`src/rtl/mips_multicycle_control.sv`:
```
// Multi-cycle control sequencer for the MIPS datapath: FETCH/DECODE/EXEC/MEM/WB
// with registered strobes, a retired-instruction counter and a sticky HALT.
module mips_multicycle_control #(
  parameter int CNT_W = 32
) (
  input  logic             clk,
  input  logic             rst,
  input  logic             en,
  input  logic [5:0]       op_control,
  input  logic [5:0]       funct_control,
  input  logic             zero,
  output logic             store,
  output logic             w_reg,
  output logic             w_data,
  output logic [5:0]       op_alu,
  output logic [2:0]       state,
  output logic             halted,
  output logic [CNT_W-1:0] instr_count
);

  typedef enum logic [2:0] {
    S_FETCH  = 3'd0,
    S_DECODE = 3'd1,
    S_EXEC   = 3'd2,
    S_MEM    = 3'd3,
    S_WB     = 3'd4,
    S_HALT   = 3'd7
  } state_t;

  localparam logic [5:0] OP_R    = 6'b000000;
  localparam logic [5:0] OP_J    = 6'b000010;
  localparam logic [5:0] OP_ADDI = 6'b001000;
  localparam logic [5:0] OP_BEQ  = 6'b000100;
  localparam logic [5:0] OP_LW   = 6'b100011;
  localparam logic [5:0] OP_SW   = 6'b101011;
  localparam logic [5:0] FN_ADD  = 6'b100000;

  localparam logic [5:0] ALU_ADD  = 6'd0;
  localparam logic [5:0] ALU_ADDI = 6'd1;
  localparam logic [5:0] ALU_SUB  = 6'd2;

  localparam logic [CNT_W-1:0] CNT_ONE = {{(CNT_W-1){1'b0}}, 1'b1};

  state_t           r_state;
  logic [5:0]       r_op;
  logic [5:0]       r_funct;
  logic             r_store;
  logic             r_w_reg;
  logic             r_w_data;
  logic [5:0]       r_op_alu;
  logic             r_halted;
  logic [CNT_W-1:0] r_count;
  logic             w_unused;

  function automatic logic is_legal(input logic [5:0] op, input logic [5:0] funct);
    case (op)
      OP_R:                             is_legal = (funct == FN_ADD);
      OP_J, OP_ADDI, OP_BEQ, OP_LW, OP_SW: is_legal = 1'b1;
      default:                          is_legal = 1'b0;
    endcase
  endfunction

  function automatic logic [5:0] alu_sel(input logic [5:0] op);
    case (op)
      OP_ADDI, OP_LW, OP_SW: alu_sel = ALU_ADDI;
      OP_BEQ:                alu_sel = ALU_SUB;
      default:               alu_sel = ALU_ADD;
    endcase
  endfunction

  // Outputs are registered for the state being entered, so each strobe is
  // valid for the whole cycle of that state and drops with async reset.
  always_ff @(posedge clk or posedge rst) begin
    if (rst) begin
      r_state  <= S_FETCH;
      r_op     <= 6'd0;
      r_funct  <= 6'd0;
      r_store  <= 1'b0;
      r_w_reg  <= 1'b0;
      r_w_data <= 1'b0;
      r_op_alu <= ALU_ADD;
      r_halted <= 1'b0;
      r_count  <= '0;
    end else begin
      if (r_store) r_count <= r_count + CNT_ONE;
      r_store  <= 1'b0;
      r_w_reg  <= 1'b0;
      r_w_data <= 1'b0;
      case (r_state)
        S_FETCH: begin
          if (en) begin
            r_state <= S_DECODE;
            r_store <= (op_control == OP_J);
          end
        end
        S_DECODE: begin
          r_op    <= op_control;
          r_funct <= funct_control;
          if (!is_legal(op_control, funct_control)) begin
            r_state  <= S_HALT;
            r_halted <= 1'b1;
          end else if (op_control == OP_J) begin
            r_state <= S_FETCH;
          end else begin
            r_state  <= S_EXEC;
            r_op_alu <= alu_sel(op_control);
            r_store  <= (op_control == OP_BEQ);
          end
        end
        S_EXEC: begin
          case (r_op)
            OP_BEQ: begin
              r_state  <= S_FETCH;
              r_op_alu <= ALU_ADD;
            end
            OP_LW, OP_SW: begin
              r_state  <= S_MEM;
              r_op_alu <= ALU_ADDI;
              r_w_data <= (r_op == OP_SW);
              r_store  <= (r_op == OP_SW);
            end
            default: begin
              r_state <= S_WB;
              r_w_reg <= 1'b1;
              r_store <= 1'b1;
            end
          endcase
        end
        S_MEM: begin
          if (r_op == OP_SW) begin
            r_state  <= S_FETCH;
            r_op_alu <= ALU_ADD;
          end else begin
            r_state <= S_WB;
            r_w_reg <= 1'b1;
            r_store <= 1'b1;
          end
        end
        S_WB: begin
          r_state  <= S_FETCH;
          r_op_alu <= ALU_ADD;
        end
        S_HALT: r_state <= S_HALT;
        default: begin
          r_state  <= S_FETCH;
          r_op_alu <= ALU_ADD;
        end
      endcase
    end
  end

  // zero is informational; the funct latch is kept for datapath visibility only.
  assign w_unused = ^{zero, r_funct};

  assign store       = r_store;
  assign w_reg       = r_w_reg;
  assign w_data      = r_w_data;
  assign op_alu      = r_op_alu;
  assign state       = r_state;
  assign halted      = r_halted;
  assign instr_count = r_count;

endmodule
```
`config.mk`:
```
export PLATFORM = sky130hd
export DESIGN_NAME = mips_multicycle_control
export DESIGN_NICKNAME = d
export VERILOG_FILES = /design/src/rtl/mips_multicycle_control.sv
export SDC_FILE = /design/constraint.sdc
export NUM_CORES = 1
export LEC_CHECK = 0
export CAP_MARGIN = 25
export CORE_ASPECT_RATIO = 1.4
export CORE_MARGIN = 5
export CORE_UTILIZATION = 50
export CTS_BUF_LIST = sky130_fd_sc_hd__clkbuf_8
export DETAILED_ROUTE_END_ITERATION = 8
export PLACE_DENSITY = 0.89
export SYNTH_ARGS = -nofsm -noshare
export SYNTH_HDL_FRONTEND = slang
export SYNTH_SLANG_ARGS = --single-unit
```
`constraint.sdc`:
```
create_clock -name clk -period 1.8 [get_ports clk]
set_input_delay 0.54 -clock clk [delete_from_list [all_inputs] [get_ports clk]]
set_output_delay 0.54 -clock clk [all_outputs]
set_load 0.05 [all_outputs]
```
# Yosys cells after proc, flatten, opt, wreduce, memory -nomap -nowiden
# Cells that the tools add are included.
# word_totals
inputBits	16
register_bits	51
out_inout_bits	45
# op_classes
bitwise	2
mux	24
add_sub_neg	1
n_reduce_logical	9
n_eq_ne	18
# ops
cell	count
adder 32 x 1 -> 32 bit, second input constant	1
== test 6 bit, second input constant	5
case mux 6 bit (4 select lines)	1
two-way mux 6 bit	3
case mux 3 bit (5 select lines)	1
== test 6 x 3 -> 1 bit, second input constant	2
case mux 6 bit (2 select lines)	1
two-way mux 3 bit	3
two-way mux 1 bit	8
!= test 2 bit, second input constant	4
== test 3 x 2 -> 1 bit, second input constant	2
== test 6 x 2 -> 1 bit, second input constant	1
== test 6 x 4 -> 1 bit, second input constant	1
logical NOT 6 bit	1
case mux 1 bit (2 select lines)	3
case mux 3 bit (2 select lines)	1
OR reduction 3 bit	2
AND reduction 5 bit	1
OR reduction 5 bit	1
case mux 1 bit (4 select lines)	1
case mux 2 bit (2 select lines)	1
OR reduction 2 bit	2
== test 3 x 1 -> 1 bit, second input constant	1
== test 3 bit, second input constant	1
other kinds (5)	6

# Depth between registers and ports, before layout
# Gate-level depths: netlist of run 1.
# depth
word_depth	6
mapped_depth	6

# Worst setup path after synthesis of run 1
# No wires, ideal clock.
# synth_timing
kind	register to register
start	register r_store, in the netlist store
end	register r_count[13], in the netlist instr_count[13]
path_buffers	2
path_slack_ns	-0.099
arrival_time_ns	1.758
setup_time_ns	0.141
period_less_slack_ns	1.899
path_stages_with_launch	7
path_cell_list	dfrtp_1 > buf_2 > nand4_1 > nor4b_2 > buf_4 > nand4_1 > xnor2_1
# synth_rtl
item	line_no	rtl
start, declared	47	logic r_store;
start signal, assigned	93	r_store <= (op_control == OP_J);
start signal, assigned	107	r_store <= (op_control == OP_BEQ);
start signal, assigned	120	r_store <= (r_op == OP_SW);
end signal, assigned	85	if (r_store) r_count <= r_count + CNT_ONE;
end, declared	52	logic [CNT_W-1:0] r_count;

# Worst setup path after layout of run 1
# layout_timing
start	input port op_control[1]
end	register r_state[0], in the netlist state[0]
# layout_between
elab_chain_cells	6
word_cells_on_any_way	11
classes_between	5 x eq/ne; 4 x mux; 2 x reduce/logical
# layout_lines
item	line_no	rtl
start, declared	9	input logic [5:0] op_control,
== test 6 x 2 -> 1 bit, or another cell as far along	56	case (op)
OR reduction 5 bit	56	
case mux 1 bit (2 select lines) (*)	56	
two-way mux 1 bit (*)	89	case (r_state)
two-way mux 3 bit (*)	99	if (!is_legal(op_control, funct_control)) begin
case mux 3 bit (5 select lines) (*)	89	
end signal, assigned	92	r_state <= S_DECODE;
end signal, assigned	100	r_state <= S_HALT;
end signal, assigned	103	r_state <= S_FETCH;
end, declared	44	state_t r_state;
# Mark *: on every way between the ends. The rest lies on a longest branch, timed or not. The select of a mux whose other input is x is not followed.
# A chain may end at the register's enable or synchronous reset.

==> results of run 1 <==
## through the flow
stage / utilization (%) / std cells / worst slack [ns]
2_1_floorplan: - / 216 / 0.0250
3_3_place_gp: 76.1 / 338 / -0.344
3_5_place_dp: 76.1 / 338 / -0.389
4_1_cts: 77.8 / 346 / 0.0183
5_1_grt: 78.0 / 346 / -0.0511
6_report: 78.0 / 346 / 0.0292
## Yosys cell counts (all sizes together), types with 4 or more instances
library cell,number
dfrtp,47
xnor2,23
nand2,15
nand3,14
nand4,12
and3,9
buf,8
xor2,8
inv,7
nor2,7
and4,6
mux2,6
o21ai,6
nor4,5
nor3,4
## metal layers
layer,wire (um),GRT usage [%],share of wire [%]
met1,2080,20.8,36
met2,3300,37.7,58
met3,299,4.11,5.2
met4,56,5.41,0.98
met5,0,0,0
## path summary, 6_finish.rpt
| check | startpoint | end | slack [ns] | cells after the start |
|---|---|---|---|---|
| worst max-delay path | op_control[1] | state[0]$_DFFE_PP0P_ | 0.03 | 5 |
| worst min-delay path | halted$_DFFE_PP0P_ | halted$_DFFE_PP0P_ | 0.54 | 1 |
| worst max register to register | r_op[2]$_DFFE_PP0P_ | store$_DFF_PP0_ | 0.11 | 4 |
| worst min register to register | halted$_DFFE_PP0P_ | halted$_DFFE_PP0P_ | 0.54 | 1 |
| max in group asynchronous | rst | store$_DFF_PP0_ | 0.99 | 3 |
| min in group asynchronous | rst | instr_count[5]$_DFFE_PP0P_ | 0.58 | 3 |
## cell usage in the layout (no fill, tap or decap), types with 5 or more instances in the layout
master and count:
o21ai_0 5, xor2_1 8, clkbuf_8 5, and3_1 8, buf_12 42, and4_1 6, clkdlybuf4s50_1 11, buf_4 14
dfrtp_1 43, nand3_1 14, mux2_2 6, nand4_1 12, nor2_1 7, xnor2_1 23, nand2_1 15, inv_1 7
## cell families (layout without fill, tap and decap cells)
group                      count (synthesis)  after routing  share of synthesized area [%]
DFF                                       47             47                           50.5
adders and majority gates                  1              1                          0.537
AOI/OAI and AO/OA                         26             26                           8.65
xor gates and xnor gates                  31             31                           11.7
buffers and inverters                     17             85                           3.71
other                                      1              4                          0.161
muxes                                      6              6                           2.90
and+or+nand+nor                           84             84                           21.9
## power breakdown
group / internal [mW] / total [mW] / leakage (nW) / switching, mW
sequential: 1.26 / 1.64 / 0.618 / 0.374
clock: 0.266 / 0.611 / 0.0453 / 0.345
combinational: 0.812 / 1.69 / 0.857 / 0.879
## layout make-up
cell class	count	area, um2	share of cell area (%)
well taps	62	77.6	2.19
clock inverters	3	16.3	0.460
flip-flops and latches	47	1180	33.4
multi-input cells	152	1090	30.7
inverters	7	26.3	0.742
clock buffers	5	68.8	1.94
repair buffers	70	1080	30.6
==> flow_metrics.py, run 1 <==
metrics = {
    "yosys": {
        "yosysSeqAreaShare_pct": 50.5,
        "yosys.area.top_type": "dfrtp_1",
        "ys.warnings.count": 0,
        "yosys.cell_types.count": 45,
        "synth_top_cell_area_share_pct": 50.5,
        "synth_area_leaders": "dfrtp_1, xnor2_1, nand4_1",
        "netlist_instances": 213,
        "ys_ff_latch": 47,
        "netlist_area_um2": 2330,
        "syn_area_per_cell_um2": 10.9,
        "synth_edf_count": 0,
        "async_flop_share_pct": 100,
        "synthFlopType": "dfrtp_1",
    },
    "status": {
        "status": "completed",
    },
    "floorplanning": {
        "core_area_um2": 4540,
        "die_w_um": 67.7,
        "num_rows": 29,
        "die_y_um": 90.8,
        "num_io_pins": 61,
        "die_area_um2": 6140,
        "initial_core_util_pct": 51.4,
    },
    "placed_design": {
        "globalplace.congestion": 0.908,
        "dp_hpwl_um": 4380,
        "io_buffers": 55,
        "placed_area_um2": 3450,
    },
    "clock_network": {
        "htreeDepth": 2,
        "clock_latency_ns": 0.30,
        "post_cts_resized": 4,
        "cts_root_buffer": "clkbuf_8",
        "cts-buffers-inserted": 5,
        "tritoncts": "done",
        "cts_num_sinks": 47,
        "ctsHoldBuffers": 0,
        "max-clock-path-buffers": 2,
        "path_clk_slew_ns": 0.09,
        "cts_setup_buffers": 0,
    },
    "sta": {
        "worst_slew_pin_slew_ns": 0.549,
        "fin_tns_setup_ns": 0,
        "fmax_mhz": 565,
        "slew_headroom_pct": 63.4,
        "hold_viol": 0,
        "period_needed_ns": 1.77,
        "setup_viol": 0,
        "skew_ns": 0.0113,
        "rsz0062_at_grt": "true",
        "hold_ws_ns": 0.543,
        "finalMaxSlewViolations": 0,
        "post-route-period-util_pct": 98.4,
    },
    "global_route": {
        "grt_pass1_wl_um": 9400,
        "antenna_found_initial": 0,
        "grt_usage_pct": 19.8,
        "grt_max_degree": 48,
        "grt_pass1_vias": 2018,
        "overflow": 0,
    },
    "critical_path": {
        "path_buf_inv": 1,
        "crit_type": "in -> reg",
        "cp.arrival_ns": 1.98,
        "cpPeakStageDelay_ns": 0.51,
        "start_kind": "input pin",
        "critPathSlowestCell": "clkdlybuf4s50_1",
        "crit_fanout": 6,
        "path_cells": "clkdlybuf4s50_1 > and3_2 > o21ai_1 > o211ai_2 > a211oi_1",
        "crit_family": "compound AO/OA/AOI/OAI gates",
        "cp-end-kind": "register",
        "cp_data_required_time_ns": 2.01,
    },
    "pwr": {
        "p_leak_nw": 1.52,
        "powerDensity_nw_per_um2": 1110,
        "peakVddDrop_mv": 0.914,
        "report.power.total_mw": 3.94,
    },
    "route": {
        "ant_nets": 0,
        "drc": 0,
        "post_drt_wl_per_cell_um": 16.6,
        "drtIter0Drc": 128,
        "drt-total-wl_um": 5730,
        "viasPerCell": 5.63,
        "first_pass_iters": 4,
        "vias": 1948,
    },
    "flow_run": {
        "maxCapViolations": 0,
    },
    "layout": {
        "area_delta_synth_final_pct": 51.9,
        "drive_above_1_share_pct": 29.2,
        "nets": 300,
        "antennaDiodeCount": 0,
        "n_fill_cell": 282,
        "largest_reg_flops": 32,
        "final_area_um2": 3540,
    },
    "hold_path": {
        "worstHoldPathType": "reg -> reg",
    },
}
Note: power is estimated with default switching activity, not from simulation.
==> inputs of run 2 (changes only) <==
- CORE_MARGIN: 5 -> not set
==> flow_metrics.py, run 2 (synthesized netlist as in run 1, its figures left out) <==
metrics = {
    "clock_network": {
        "ctsHoldBuffers": 0,
        "htreeDepth": 2,
        "cts_num_sinks": 47,
        "tritoncts": "done",
        "path_clk_slew_ns": 0.10,
        "max-clock-path-buffers": 2,
        "clock_latency_ns": 0.32,
        "cts-buffers-inserted": 5,
        "cts_root_buffer": "clkbuf_8",
    },
    "global_route": {
        "grt_pass1_wl_um": 9720,
        "grt_pass1_vias": 2104,
        "antenna_found_initial": 0,
        "grt_usage_pct": 26.6,
        "overflow": 0,
        "grt_max_degree": 33,
    },
    "critical_path": {
        "path_buf_inv": 1,
        "critPathLaunch": "state[1]$_DFFE_PP0P_",
        "start_kind": "register",
        "critPathSlowestCell": "dfrtp_1",
        "cp.arrival_ns": 1.26,
        "crit_type": "reg -> out",
        "crit_family": "flip-flops",
        "reg2reg_from": "instr_count[4]$_DFFE_PP0P_",
        "cpPeakStageDelay_ns": 0.73,
        "cp-end-kind": "output port",
        "path_cells": "buf_12",
        "cp_data_required_time_ns": 1.26,
        "crit_fanout": 15,
        "rrSetupSlack_ns": 0.09,
    },
    "layout": {
        "fin_util_pct": 80.8,
        "antennaDiodeCount": 0,
        "final_cells": 350,
        "final_area_um2": 3640,
        "layout_commonest_cell": "dfrtp_1",
        "n_fill_cell": 256,
        "mostFrequentLayoutCells": "dfrtp_1, buf_12, xnor2_1",
        "nets": 304,
        "drive_above_1_share_pct": 31.3,
        "area_delta_synth_final_pct": 56.1,
        "largest_reg_flops": 32,
    },
    "pwr": {
        "clockPowerShare_pct": 21.4,
        "p_leak_nw": 1.57,
        "seqPwrFrac_pct": 37.7,
        "powerDensity_nw_per_um2": 1180,
        "peakVddDrop_mv": 0.895,
        "p_comb_share_pct": 40.9,
        "intPower_mw": 2.63,
        "swShare_pct": 39.0,
        "p_switching_mw": 1.68,
        "report.power.total_mw": 4.30,
    },
    "hold_path": {
        "worstHoldPathType": "reg -> reg",
        "worstHoldStart": "instr_count[31]$_DFFE_PP0P_",
    },
    "sta": {
        "slew_headroom_pct": 60.9,
        "rsz0062_at_grt": "true",
        "setup_viol": 0,
        "finalMaxSlewViolations": 0,
        "worst_slew_pin_slew_ns": 0.586,
        "period_needed_ns": 1.80,
        "hold_ws_ns": 0.543,
        "fmax_mhz": 556,
        "hold_viol": 0,
        "post-route-period-util_pct": 99.9,
        "skew_ns": 0.0184,
        "fin_tns_setup_ns": 0,
        "setup_ws_ns": 0.000937,
    },
    "floorplanning": {
        "core_area_um2": 4500,
        "num_rows": 29,
        "die_area_um2": 4940,
        "initial_core_util_pct": 51.8,
        "die_w_um": 59.7,
        "num_io_pins": 61,
        "die_y_um": 82.8,
    },
    "route": {
        "ant_nets": 0,
        "post_drt_wl_per_cell_um": 17.2,
        "vias": 2069,
        "drc": 0,
        "drtIter0Drc": 108,
        "drt-total-wl_um": 6030,
        "viasPerCell": 5.91,
        "first_pass_iters": 4,
    },
    "placed_design": {
        "dp_hpwl_um": 4330,
        "globalplace.congestion": 0.949,
        "io_buffers": 55,
        "placed_area_um2": 3470,
        "placed_cells": 341,
        "post-place-ws_ns": -0.423,
    },
    "flow_run": {
        "maxCapViolations": 0,
    },
    "status": {
        "status": "completed",
    },
}
## run 2: final timing paths
path | depth (start not counted) | endpoint
min reg2reg | 1 | instr_count[31]$_DFFE_PP0P_
min | 1 | instr_count[31]$_DFFE_PP0P_
max | 1 | state[1]
min in group asynchronous | 3 | instr_count[3]$_DFFE_PP0P_
max reg2reg | 5 | instr_count[13]$_DFFE_PP0P_
max in group asynchronous | 3 | store$_DFF_PP0_
## run 2: per-layer routing
layer	track usage [%]	vias to the layer above	wire [um]
met5	0	-	0
met4	14.7	0	188
met3	3.74	17	240
met2	48.9	89	3370
met1	28.6	1041	2230
li1	-	922	-
## run 2: power by group through the flow
stage | Combinational, mW | Clock (mW) | Sequential [mW]
floorplan | 0.586 | 0 | 1.91
CTS | 1.73 | 0.917 | 1.61
global placement | 1.67 | 0 | 1.60
detailed placement | 1.71 | 0 | 1.61
global route | 1.85 | 0.951 | 1.65
finish | 1.76 | 0.920 | 1.62
## run 2: what timing repair did
action | in CTS | in global routing
resized for setup | 4 | 6
endpoints found under the setup margin | 4 | 9
buffers inserted | 1 | 0
pin swaps | 1 | 1
## run 2: area by class of cell
cell class | count | area, um2 | area share (%)
sequential | 47 | 1180 | 32.5
tap | 62 | 77.6 | 2.13
clock buffer | 5 | 68.8 | 1.89
timing repair buffer | 74 | 1120 | 30.7
multi-input combinational | 152 | 1100 | 30.3
clock inverter | 3 | 63.8 | 1.75
inverter | 7 | 26.3 | 0.722
==> inputs of run 3 (changes only) <==
- CORE_ASPECT_RATIO: 1.4 -> not set
==> flow_metrics.py, run 3 (synthesized netlist as in run 1, its figures left out) <==
metrics = {
    "status": {
        "status": "completed",
    },
    "sta": {
        "period_needed_ns": 1.76,
        "post-route-period-util_pct": 97.7,
        "worst_slew_pin_slew_ns": 0.507,
        "hold_viol": 0,
        "slew_headroom_pct": 66.1,
        "hold_ws_ns": 0.477,
        "fin_tns_setup_ns": 0,
        "fmax_mhz": 569,
        "setup_viol": 0,
        "skew_ns": 0.00645,
        "finalMaxSlewViolations": 0,
        "rsz0062_at_grt": "false",
    },
    "layout": {
        "mostFrequentLayoutCells": "dfrtp_1, buf_12, xnor2_1",
        "largest_reg_flops": 32,
        "seq_area_um2": 1180,
        "multi_input_area_um2": 1110,
        "nets": 302,
        "antennaDiodeCount": 0,
        "drive_above_1_share_pct": 31.1,
        "n_fill_cell": 242,
        "layout_commonest_cell": "dfrtp_1",
        "fin_util_pct": 79.9,
        "area_delta_synth_final_pct": 51.4,
    },
    "global_route": {
        "antenna_found_initial": 0,
        "grt_pass1_wl_um": 9150,
        "grt_pass1_vias": 1965,
        "grt_usage_pct": 23.4,
        "grt_max_degree": 48,
        "overflow": 0,
    },
    "floorplanning": {
        "die_y_um": 70.3,
        "die_area_um2": 4940,
        "die_w_um": 70.3,
        "core_area_um2": 4410,
        "initial_core_util_pct": 52.8,
        "num_rows": 24,
        "num_io_pins": 61,
    },
    "critical_path": {
        "crit_fanout": 5,
        "critPathSlowestCell": "clkdlybuf4s50_1",
        "path_cells": "clkdlybuf4s50_1 > nand2_1 > or3b_1 > a311o_1 > o221ai_2",
        "cp.arrival_ns": 1.98,
        "crit_type": "in -> reg",
        "cp_data_required_time_ns": 2.02,
        "cpPeakStageDelay_ns": 0.59,
        "path_buf_inv": 1,
        "cp-end-kind": "register",
        "start_kind": "input pin",
        "crit_family": "buffers and inverters",
    },
    "route": {
        "drt-total-wl_um": 5450,
        "ant_nets": 0,
        "viasPerCell": 5.83,
        "drtIter0Drc": 127,
        "post_drt_wl_per_cell_um": 16.1,
        "vias": 1969,
        "drc": 0,
        "first_pass_iters": 4,
    },
    "clock_network": {
        "max-clock-path-buffers": 2,
        "ctsHoldBuffers": 0,
        "htreeDepth": 2,
        "tritoncts": "done",
        "cts_root_buffer": "clkbuf_8",
        "cts_num_sinks": 47,
        "cts-buffers-inserted": 5,
        "clock_latency_ns": 0.30,
        "path_clk_slew_ns": 0.09,
    },
    "flow_run": {
        "maxCapViolations": 0,
    },
    "placed_design": {
        "io_buffers": 55,
        "dp_hpwl_um": 4040,
        "globalplace.congestion": 0.837,
    },
    "hold_path": {
        "worstHoldPathType": "reg -> reg",
    },
    "pwr": {
        "powerDensity_nw_per_um2": 1120,
        "p_leak_nw": 1.53,
        "peakVddDrop_mv": 0.814,
    },
}
[run 3: worst register-to-register path, stage by stage, from the launching register on]
cell     delay [ns]
dfrtp_1        0.47
and4_1         0.28
and4_1         0.44
nand4_1        0.24
xnor2_1        0.18
[run 3: final timing paths]
kind / endpoint / cells past startpoint / start / slack (ns)
worst min register to register: halted$_DFFE_PP0P_ / 1 / halted$_DFFE_PP0P_ / 0.48
worst max register to register: instr_count[22]$_DFFE_PP0P_ / 4 / instr_count[4]$_DFFE_PP0P_ / 0.08
max in group asynchronous: instr_count[3]$_DFFE_PP0P_ / 3 / rst / 0.98
worst max-delay path: op_alu[1]$_DFFE_PP0P_ / 5 / op_control[2] / 0.04
min in group asynchronous: instr_count[0]$_DFFE_PP0P_ / 3 / rst / 0.60
worst min-delay path: halted$_DFFE_PP0P_ / 1 / halted$_DFFE_PP0P_ / 0.48
[run 3: area by class of cell]
| cell class | instances | share of cell area, % |
|---|---|---|
| repair buffers | 72 | 30.2 |
| multi-input cells | 152 | 31.4 |
| clock buffers | 5 | 1.95 |
| well taps | 52 | 1.84 |
| inverters | 7 | 0.745 |
| flip-flops and latches | 47 | 33.5 |
| clock inverters | 3 | 0.426 |
[run 3: per-stage QoR]
stage,total power [mW],worst slack (ns),std cells,cell area [um2]
after CTS,3.94,0.00399,338,3500
after floorplan,2.50,0.0250,216,2350
after global placement,3.26,-0.331,329,3410
after global routing,4.15,0.000952,338,3530
after detailed placement,3.33,-0.379,329,3410
final,3.95,0.0420,338,3530
[run 3: timing repair]
item	in CTS	in global routing
resized for setup	3	8
buffers inserted	1	0
hold endpoints to repair	0	0
gates cloned	0	0
setup endpoints to repair	4	7
pin swaps	1	1
[run 3: power by group]
part / leakage [nW] / switching (mW) / internal, mW / total, mW
sequential: 0.617 / 0.324 / 1.26 / 1.59
combinational: 0.870 / 0.939 / 0.811 / 1.75
clock: 0.0477 / 0.343 / 0.266 / 0.609
total: 1.53 / 1.61 / 2.34 / 3.95
[run 3: routing by layer]
layer  wire length [um]  track usage [%]
met3                240             5.19
met2               2910             40.2
met1               2180             28.4
met4                120             8.89
met5                  0                0
